--- config.mk ---
export PLATFORM = sky130hd
export DESIGN_NAME = spi_cmd_regfile_flat
export DESIGN_NICKNAME = d
export VERILOG_FILES = /design/src/rtl/spi_cmd_regfile_if.sv /design/src/rtl/spi_cmd_regfile.sv /design/src/flat_wrapper.sv
export SDC_FILE = /design/constraint.sdc
export NUM_CORES = 1
export LEC_CHECK = 0
export CAP_MARGIN = 20
export CORE_UTILIZATION = 46
export DETAILED_ROUTE_END_ITERATION = 16
export PLACE_DENSITY = 0.82
export SYNTH_ARGS = -nofsm -noshare
export SYNTH_HDL_FRONTEND = slang
export SYNTH_SLANG_ARGS = --single-unit
--- constraint.sdc ---
create_clock -name clk -period 9.85 [get_ports clk]
set_input_delay 2.955 -clock clk [delete_from_list [all_inputs] [get_ports clk]]
set_output_delay 2.955 -clock clk [all_outputs]
set_load 0.005 [all_outputs]
--- src/rtl/spi_cmd_regfile_if.sv ---
// Word-level link between the SPI slave driver and its register-file back end.
// The driver side is the master: it presents cmd/data and the frame pulses and takes Din back.
interface spi_cmd_regfile_if #(
    parameter int width_cmd  = 8,
    parameter int width_data = 16
);
    logic [width_cmd-1:0]  Dcmd;
    logic [width_data-1:0] Dout;
    logic                  begin_data;
    logic                  end_data;
    logic [width_data-1:0] Din;

    modport master (output Dcmd, Dout, begin_data, end_data, input Din);
    modport slave  (input Dcmd, Dout, begin_data, end_data, output Din);
endinterface

--- src/rtl/spi_cmd_regfile.sv ---
// Register file behind the SPI slave driver: RW control words, RO status words and an ID word,
// with write/read strobes toward the fabric and a sticky protocol error flag.
module spi_cmd_regfile #(
    parameter int                  width_cmd  = 8,
    parameter int                  width_data = 16,
    parameter int                  NUM_RW     = 8,
    parameter int                  NUM_RO     = 4,
    parameter int                  ID_ADDR    = 127,
    parameter logic [width_data-1:0] ID_VALUE = 16'hA55A
) (
    input  logic                           clk,
    input  logic                           rst,
    spi_cmd_regfile_if.slave               bus,
    input  logic [NUM_RO*width_data-1:0]   status_in,
    output logic [NUM_RW*width_data-1:0]   ctrl_out,
    output logic                           wr_strobe,
    output logic [width_cmd-2:0]           wr_addr,
    output logic                           rd_strobe,
    output logic [width_cmd-2:0]           rd_addr,
    output logic [7:0]                     frame_cnt,
    output logic                           err
);
    // state  | meaning
    // IDLE   | waiting for begin_data
    // ACTIVE | data frame in flight, Din frozen
    // COMMIT | one cycle after end_data, wr_strobe window
    typedef enum logic [1:0] {IDLE, ACTIVE, COMMIT} state_t;

    localparam int AW = width_cmd - 1;

    state_t                               state_q, state_d;
    logic [width_cmd-1:0]                 cmd_q, cmd_d;
    logic [NUM_RW-1:0][width_data-1:0]    ctrl_q, ctrl_d;
    logic [NUM_RO-1:0][width_data-1:0]    status_w;
    logic [width_data-1:0]                din_q, din_d, din_sel;
    logic                                 wr_strobe_q, wr_strobe_d;
    logic                                 rd_strobe_q, rd_strobe_d;
    logic [AW-1:0]                        wr_addr_q, wr_addr_d;
    logic [AW-1:0]                        rd_addr_q, rd_addr_d;
    logic [7:0]                           frame_cnt_q, frame_cnt_d;
    logic                                 err_q, err_d;
    logic [AW-1:0]                        cur_addr, cmd_addr;
    logic                                 cmd_is_wr;

    assign status_w  = status_in;
    assign cur_addr  = bus.Dcmd[AW-1:0];
    assign cmd_addr  = cmd_q[AW-1:0];
    assign cmd_is_wr = cmd_q[width_cmd-1];

    always_comb begin
        din_sel = '0;
        for (int k = 0; k < NUM_RW; k++)
            if (int'(cur_addr) == k) din_sel = ctrl_q[k];
        for (int k = 0; k < NUM_RO; k++)
            if (int'(cur_addr) == NUM_RW + k) din_sel = status_w[k];
        if (int'(cur_addr) == ID_ADDR) din_sel = ID_VALUE;
    end

    always_comb begin
        state_d     = state_q;
        cmd_d       = cmd_q;
        ctrl_d      = ctrl_q;
        wr_strobe_d = 1'b0;
        rd_strobe_d = 1'b0;
        wr_addr_d   = wr_addr_q;
        rd_addr_d   = rd_addr_q;
        frame_cnt_d = frame_cnt_q;
        err_d       = err_q;
        // Hold the transmit word while the frame shifts out, whatever the MCU writes meanwhile.
        din_d       = (state_q == ACTIVE) ? din_q : din_sel;

        if (bus.end_data) begin
            if (state_q == ACTIVE) begin
                state_d     = COMMIT;
                frame_cnt_d = frame_cnt_q + 8'd1;
                if (cmd_is_wr) begin
                    if (int'(cmd_addr) < NUM_RW) begin
                        for (int k = 0; k < NUM_RW; k++)
                            if (int'(cmd_addr) == k) ctrl_d[k] = bus.Dout;
                        wr_addr_d   = cmd_addr;
                        wr_strobe_d = 1'b1;
                    end else begin
                        err_d = 1'b1;
                    end
                end
            end else begin
                err_d = 1'b1;
                if (state_q == COMMIT) state_d = IDLE;
            end
        end else begin
            if (state_q == COMMIT) state_d = IDLE;
            if (bus.begin_data) begin
                if (state_q == ACTIVE) err_d = 1'b1;
                state_d = ACTIVE;
                cmd_d   = bus.Dcmd;
                if (!bus.Dcmd[width_cmd-1]) begin
                    rd_strobe_d = 1'b1;
                    rd_addr_d   = cur_addr;
                end
            end
        end
    end

    always_ff @(posedge clk or posedge rst) begin
        if (rst) begin
            state_q     <= IDLE;
            cmd_q       <= '0;
            ctrl_q      <= '0;
            din_q       <= '0;
            wr_strobe_q <= 1'b0;
            rd_strobe_q <= 1'b0;
            wr_addr_q   <= '0;
            rd_addr_q   <= '0;
            frame_cnt_q <= '0;
            err_q       <= 1'b0;
        end else begin
            state_q     <= state_d;
            cmd_q       <= cmd_d;
            ctrl_q      <= ctrl_d;
            din_q       <= din_d;
            wr_strobe_q <= wr_strobe_d;
            rd_strobe_q <= rd_strobe_d;
            wr_addr_q   <= wr_addr_d;
            rd_addr_q   <= rd_addr_d;
            frame_cnt_q <= frame_cnt_d;
            err_q       <= err_d;
        end
    end

    assign bus.Din   = din_q;
    assign ctrl_out  = ctrl_q;
    assign wr_strobe = wr_strobe_q;
    assign rd_strobe = rd_strobe_q;
    assign wr_addr   = wr_addr_q;
    assign rd_addr   = rd_addr_q;
    assign frame_cnt = frame_cnt_q;
    assign err       = err_q;
endmodule

--- src/flat_wrapper.sv ---
// flat-port wrapper written by rule: the top's interface ports become plain ports
module spi_cmd_regfile_flat 
#(
    parameter int                  width_cmd  = 8,
    parameter int                  width_data = 16,
    parameter int                  NUM_RW     = 8,
    parameter int                  NUM_RO     = 4,
    parameter int                  ID_ADDR    = 127,
    parameter logic [width_data-1:0] ID_VALUE = 16'hA55A
)
  (clk, rst, status_in, ctrl_out, wr_strobe, wr_addr, rd_strobe, rd_addr, frame_cnt, err, bus_Dcmd, bus_Dout, bus_begin_data, bus_end_data, bus_Din);
  spi_cmd_regfile_if #(.width_cmd(width_cmd), .width_data(width_data)) bus_i ();
  input  logic clk;
  input  logic rst;
  input  logic [NUM_RO*width_data-1:0] status_in;
  output logic [NUM_RW*width_data-1:0] ctrl_out;
  output logic wr_strobe;
  output logic [width_cmd-2:0] wr_addr;
  output logic rd_strobe;
  output logic [width_cmd-2:0] rd_addr;
  output logic [7:0] frame_cnt;
  output logic err;
  input wire logic [$bits(bus_i.Dcmd)-1:0] bus_Dcmd;
  input wire logic [$bits(bus_i.Dout)-1:0] bus_Dout;
  input wire logic [$bits(bus_i.begin_data)-1:0] bus_begin_data;
  input wire logic [$bits(bus_i.end_data)-1:0] bus_end_data;
  output wire logic [$bits(bus_i.Din)-1:0] bus_Din;
  assign bus_i.Dcmd = bus_Dcmd;
  assign bus_i.Dout = bus_Dout;
  assign bus_i.begin_data = bus_begin_data;
  assign bus_i.end_data = bus_end_data;
  assign bus_Din = bus_i.Din;
  spi_cmd_regfile #(.width_cmd(width_cmd), .width_data(width_data), .NUM_RW(NUM_RW), .NUM_RO(NUM_RO), .ID_ADDR(ID_ADDR), .ID_VALUE(ID_VALUE)) u_core (.clk(clk), .rst(rst), .bus(bus_i), .status_in(status_in), .ctrl_out(ctrl_out), .wr_strobe(wr_strobe), .wr_addr(wr_addr), .rd_strobe(rd_strobe), .rd_addr(rd_addr), .frame_cnt(frame_cnt), .err(err));
endmodule
==> results of run 1 <==
[path summary, 6_finish.rpt]
| check | start | end | slack [ns] | cells after the start |
|---|---|---|---|---|
| worst max-delay path | bus_Dcmd[4] | u_core.bus.Din[4]$_DFFE_PP0N_ | 4.46 | 6 |
| worst min-delay path | u_core.wr_addr[0]$_DFFE_PP0P_ | u_core.wr_addr[0]$_DFFE_PP0P_ | 0.49 | 1 |
| worst max register to register | u_core.state_q[1]$_DFF_PP0_ | u_core.ctrl_out[75]$_DFFE_PP0P_ | 7.13 | 5 |
| worst min register to register | u_core.wr_addr[0]$_DFFE_PP0P_ | u_core.wr_addr[0]$_DFFE_PP0P_ | 0.49 | 1 |
| max in group asynchronous | rst | u_core.ctrl_out[73]$_DFFE_PP0P_ | 5.28 | 3 |
| min in group asynchronous | rst | u_core.ctrl_out[68]$_DFFE_PP0P_ | 3.01 | 2 |
[logic make-up (layout without fill, tap and decap cells)]
family          count (synthesis)  after routing  share of synthesized area, %
simple gates                  120            120                          8.49
other cells                     0              1                             0
buf+inv                        57            313                          3.47
compound gates                150            150                          11.2
flops                         179            179                          51.1
fa+ha+maj                       1              1                         0.143
mux                           184            184                          24.9
xor+xnor                        7              7                         0.699
[through the flow]
stage	hold WS, ns	instance area, um^2
after floorplan	0.468	8770
after detailed placement	0.472	11500
after CTS	0.489	12100
after global placement	0.463	11500
final	0.487	12100
after global routing	0.512	12100
[worst register-to-register path: cells and delay by family (launching register included)]
family        cells  cell delay (ns)
flops             1             0.42
buf+inv           1             0.33
simple gates      3             1.50
mux               1             0.35
[sequential cells by signal (all words and copies together), names as in the netlist]
name              flops
u_core.bus.Din       16
u_core.ctrl_out     128
u_core.wr_addr        7
u_core.rd_strobe      1
u_core.rd_addr        7
u_core.err            1
u_core.state_q        2
u_core.cmd_q          8
u_core.frame_cnt      8
u_core.wr_strobe      1
[cell type report]
| type | count | area share [%] |
|---|---|---|
| diodes | 1 | 0.0207 |
| clock buffers | 21 | 3.90 |
| clock inverters | 11 | 0.995 |
| inverters | 12 | 0.435 |
| multi-input cells | 462 | 33.1 |
| flip-flops and latches | 179 | 37.1 |
| well taps | 234 | 2.42 |
| repair buffers | 269 | 22.1 |
[where the power goes]
group / switching (mW) / leakage (nW) / internal, mW
Combinational: 0.137 / 2.62 / 0.190
Clock: 0.304 / 0.284 / 0.375
Sequential: 0.0570 / 2.42 / 0.792
Total: 0.498 / 5.32 / 1.36
[per-layer routing]
metal / vias to the layer above / wire (um) / GRT usage [%]
met5: - / 13 / 0
met4: 2 / 871 / 12.2
met3: 53 / 2450 / 8.14
met2: 356 / 13900 / 48.0
met1: 3701 / 12100 / 40.0
li1: 3084 / - / -
[placed cells by master (no fill, tap or decap), types with 5 or more instances in the layout]
cell	instances
clkdlybuf4s50_1	258
a31oi_1	6
dfrtp_1	179
nor2b_1	14
o21ai_0	38
nand2_1	26
clkbuf_16	17
nand3_1	9
o211ai_1	6
and2_1	9
o22ai_1	15
a22oi_1	6
mux4_2	12
a21oi_1	27
mux2_1	8
a22o_1	6
a211oi_1	5
mux2_2	145
nor3_1	7
clkinv_4	5
nand2b_1	8
buf_4	11
nor2_1	24
mux2i_1	19
inv_1	11
==> results.toml, run 1 <==
[clocking]
cts_root_buf = "clkbuf_16"
postCtsHoldBufs = 0
clock-sinks = 179
path_clk_slew_ns = 0.07
cts_setup_buffers = 0
post_cts_resized = 0
worstSkewPairLatency_ns = 0.43
clockBufferDepth = 2
cts-htree-levels = 4
cts_tree = "yes"
numCtsBuffers = 17

[flow_run]
drv_cap = 0

[synth]
synthArstFlopShare_pct = 100
yosysSeqAreaShare_pct = 51.1
synth.top_cell.area_share_pct = 51.1
yosys_register_bits = 179
yosysMostFrequentCell = "dfrtp_1"
ys.flop_type = "dfrtp_1"
synthCells = 698
synth_edf_count = 0
yosys.area.top_type = "dfrtp_1"
ys_warn_count = 0
syn_avg_cell_area_um2 = 12.6
syn_area_um2 = 8770
synthTopCellsByArea = "dfrtp_1, mux2_2, mux4_2"
syn-num-nets = 791
synth_cell_type_count = 66
synthTopCellsByCount = "dfrtp_1, mux2_2, o21ai_0"

[timing]
layout_setup_ws_ns = 4.46
slew_headroom_pct = 25.6
max_clock_freq_mhz = 185
clock_skew_ns = 0.0125
rsz0062_at_grt = "no"
min_period_over_period_pct = 54.7
finalMaxSlewViolations = 0
worst-slew-pin-transition_ns = 1.11
min_period_ns = 5.39
fin_setup_tns_ns = 0
hold_violations = 0
setup_violations = 0

[place]
routabilityCongestion = 0.876
place_inst = 1156
post-place-ws_ns = 4.05
hpwl_um = 20200
io_buffers = 260

[layout]
final_cell_count_no_fill = 1189
regArea_um2 = 4480
final_layout_size_suffix_gt1_share_pct = 22.1
area_growth_pct = 37.7
nets = 1034
post-route-util_pct = 64.5
fillCellCount = 1460
multiInputGateArea_um2 = 3990

[route]
antenna_left = 0
drtPass1Iterations = 7
routedWlPerCell_um = 24.7
drc_errors = 0
wl_um = 29400
drtIter0Drc = 476
vias = 7196
via_per_inst = 6.05

[global_routing]
grt-ovfl-total = 0
antenna_found_initial = 3
grt_pass1_wl_um = 44200
grt_max_degree = 102
grt_pass1_vias = 7225
grt_use_total_pct = 30.5

[critical_path]
path_max_fanout = 15
cpMaxStageDelayCell = "nor3_1"
cp.arrival_ns = 5.72
max_stage_delay_ns = 0.75
start_kind = "primary input"
path_cells = "clkdlybuf4s50_1 -> nor3_1 -> nand2_1 -> o21ai_0 -> a21oi_1 -> a221oi_1"
worst_setup_path_end_kind = "flop"
path_class = "in -> reg"
cpLargestDelayFamily = "simple AND/OR/NAND/NOR gates"
cp.buffers_inverters = 1
worstPathRequired_ns = 10.18

[power_and_ir_drop]
power.total_mw = 1.86
leakage_nw = 5.32
power_density_nw_per_um2 = 154
vdd_ir_drop_max_uv = 124

[floorplan]
core.rowCount = 50
die_y_um = 140
initial_core_util_pct = 46.9
ios = 261
core_area_um2 = 18700
die_area_um2 = 19600
die_w_um = 140

[worst_hold_path]
hold_class = "reg -> reg"

[run_status]
status = "complete, no violations"
No activity file was read; power rests on OpenSTA's default activity.
==> run 2: changes to the inputs <==
--- a/config.mk
+++ b/config.mk
@@ -6,9 +6,9 @@
 export NUM_CORES = 1
 export LEC_CHECK = 0
 export CAP_MARGIN = 20
-export CORE_UTILIZATION = 46
+export CORE_UTILIZATION = 43
 export DETAILED_ROUTE_END_ITERATION = 16
-export PLACE_DENSITY = 0.82
+export PLACE_DENSITY = 0.81
 export SYNTH_ARGS = -nofsm -noshare
 export SYNTH_HDL_FRONTEND = slang
 export SYNTH_SLANG_ARGS = --single-unit
==> constraint.sdc (replaced) <==
create_clock -name clk -period 4.9 [get_ports clk]
set_input_delay 1.47 -clock clk [delete_from_list [all_inputs] [get_ports clk]]
set_output_delay 1.47 -clock clk [all_outputs]
set_load 0.005 [all_outputs]
==> run 2 against run 1 <==
Highest routed layer is now met4. Critical path type unchanged. Clock power is 110% higher. Setup slack worse by 3.2 ns. Power is 100% higher. Register-to-register slack worse by 4.7 ns. Global-route usage is 1.7 points lower. Critical endpoint is now u_core.ctrl_out[20]$_DFFE_PP0P_. Wire length is 0.11% higher.
==> results.toml, run 2 (synthesis gave the netlist of run 1 again) <==
[global_routing]
grt_use_total_pct = 28.8
grt-ovfl-total = 0
antenna_found_initial = 0
grt_max_degree = 68
grt_pass1_vias = 7112
grt_pass1_wl_um = 43400

[flow_run]
drv_cap = 0

[critical_path]
path_class = "in -> reg"
start_kind = "primary input"
cp.arrival_ns = 3.93
regToRegStartpoint = "u_core.cmd_q[3]$_DFFE_PP0P_"
path_max_fanout = 16
startpoint = "bus_end_data"
worst_setup_path_end_kind = "flop"
worstPathRequired_ns = 5.22

[worst_hold_path]
hold_class = "reg -> reg"
min-delay-start = "u_core.frame_cnt[7]$_DFFE_PP0P_"

[clocking]
path_clk_slew_ns = 0.07
clock-sinks = 179
post_cts_resized = 0
postCtsHoldBufs = 0
cts-htree-levels = 4
worstSkewPairLatency_ns = 0.44
clockBufferDepth = 2
cts_root_buf = "clkbuf_16"
cts_setup_buffers = 0
numCtsBuffers = 17
cts_tree = "yes"

[route]
routedWlPerCell_um = 23.9
drc_errors = 0
antenna_left = 0
vias = 7187
drtPass1Iterations = 5
via_per_inst = 5.85
drtIter0Drc = 591
wl_um = 29400

[layout]
nets = 1044
final_layout_size_suffix_gt1_share_pct = 22.9
multiInputGateArea_um2 = 3990
largest_register_ffs = 128
area_growth_pct = 39.5
fillCellCount = 1575
design_area_um2 = 12200
regArea_um2 = 4480
insertedDiodeCount = 0
layout_commonest_cell = "clkdlybuf4s50_1"
mostFrequentLayoutCells = "clkdlybuf4s50_1, dfrtp_1, mux2_2"

[timing]
max_clock_freq_mhz = 277
clock_skew_ns = 0.00924
rsz0062_at_grt = "no"
layout_setup_ws_ns = 1.29
min_period_over_period_pct = 73.7
hold_violations = 0
setup_violations = 0
slew_headroom_pct = 42.2
min_period_ns = 3.61
worst-slew-pin-transition_ns = 0.865
fin_setup_tns_ns = 0
finalMaxSlewViolations = 0
whs_ns = 0.476

[floorplan]
die_y_um = 145
initial_core_util_pct = 44.5
die_w_um = 145
die_area_um2 = 21000
core_area_um2 = 19700
ios = 261
core.rowCount = 51

[power_and_ir_drop]
power_frac_comb_pct = 17.6
vdd_ir_drop_max_uv = 259
p_int_mw = 2.79
p_sw_uw = 991
swShare_pct = 26.2
p_seq_share_pct = 45.2
leakage_nw = 5.39
power.total_mw = 3.78
power_density_nw_per_um2 = 309
clkPwrFrac_pct = 37.2

[place]
io_buffers = 260
place_area_um2 = 11600
routabilityCongestion = 0.908
post-place-ws_ns = 0.886
hpwl_um = 21100

[run_status]
status = "complete, no violations"
-- run 2: cell types whose count changed in the layout (fill, tap and decap cells not counted), moves of 2 or more --
| cell | change |
|---|---|
| inv_8 | -3 |
| clkinv_4 | -3 |
| buf_4 | +7 |
| buf_12 | +3 |
| clkinvlp_4 | +2 |
-- run 2: final cells by class --
| cell class | instances | share of cell area [%] |
|---|---|---|
| clock buffers | 22 | 3.96 |
| clock inverters | 10 | 1.00 |
| inverters | 12 | 0.399 |
| multi-input cells | 462 | 32.6 |
| flip-flops and latches | 179 | 36.6 |
| well taps | 265 | 2.71 |
| repair buffers | 279 | 22.7 |
-- run 2: worst max-delay path, cell delays in order --
cell	delay [ns]
clkdlybuf4s50_1	0.54
and3b_1	0.33
nand3_4	0.24
inv_1	0.13
and2_1	0.37
nand2_2	0.41
mux2_2	0.41
-- run 2: per-layer routing --
layer  up-vias  track usage (%)  share of wire, %
met5         -                0                 0
met4         0             13.2               3.6
met3        66             7.90               9.3
met2       393             45.1                46
met1      3614             37.1                41
li1       3114                -                 -
-- run 2: through the flow --
step                      instances  util [%]
final                          1229      62.1
after global routing           1229      62.1
after CTS                      1229      62.1
after floorplan                 698         -
after global placement         1197      59.0
after detailed placement       1197      59.0
-- run 2: final timing paths --
kind,slack (ns),endpoint,cells after the start
max,1.29,u_core.ctrl_out[20]$_DFFE_PP0P_,7
min,0.48,u_core.frame_cnt[7]$_DFFE_PP0P_,1
max reg2reg,2.40,u_core.ctrl_out[20]$_DFFE_PP0P_,6
min reg2reg,0.48,u_core.frame_cnt[7]$_DFFE_PP0P_,1
max in group asynchronous,2.55,u_core.ctrl_out[79]$_DFFE_PP0P_,3
min in group asynchronous,1.54,u_core.ctrl_out[33]$_DFFE_PP0P_,2
-- run 2: power by group through the flow --
stage / Sequential (mW) / Clock, mW / Combinational (mW)
floorplan: 1.71 / 0 / 0.279
global placement: 1.73 / 0 / 0.653
detailed placement: 1.73 / 0 / 0.665
CTS: 1.71 / 1.42 / 0.670
global route: 1.72 / 1.47 / 0.716
finish: 1.71 / 1.41 / 0.666
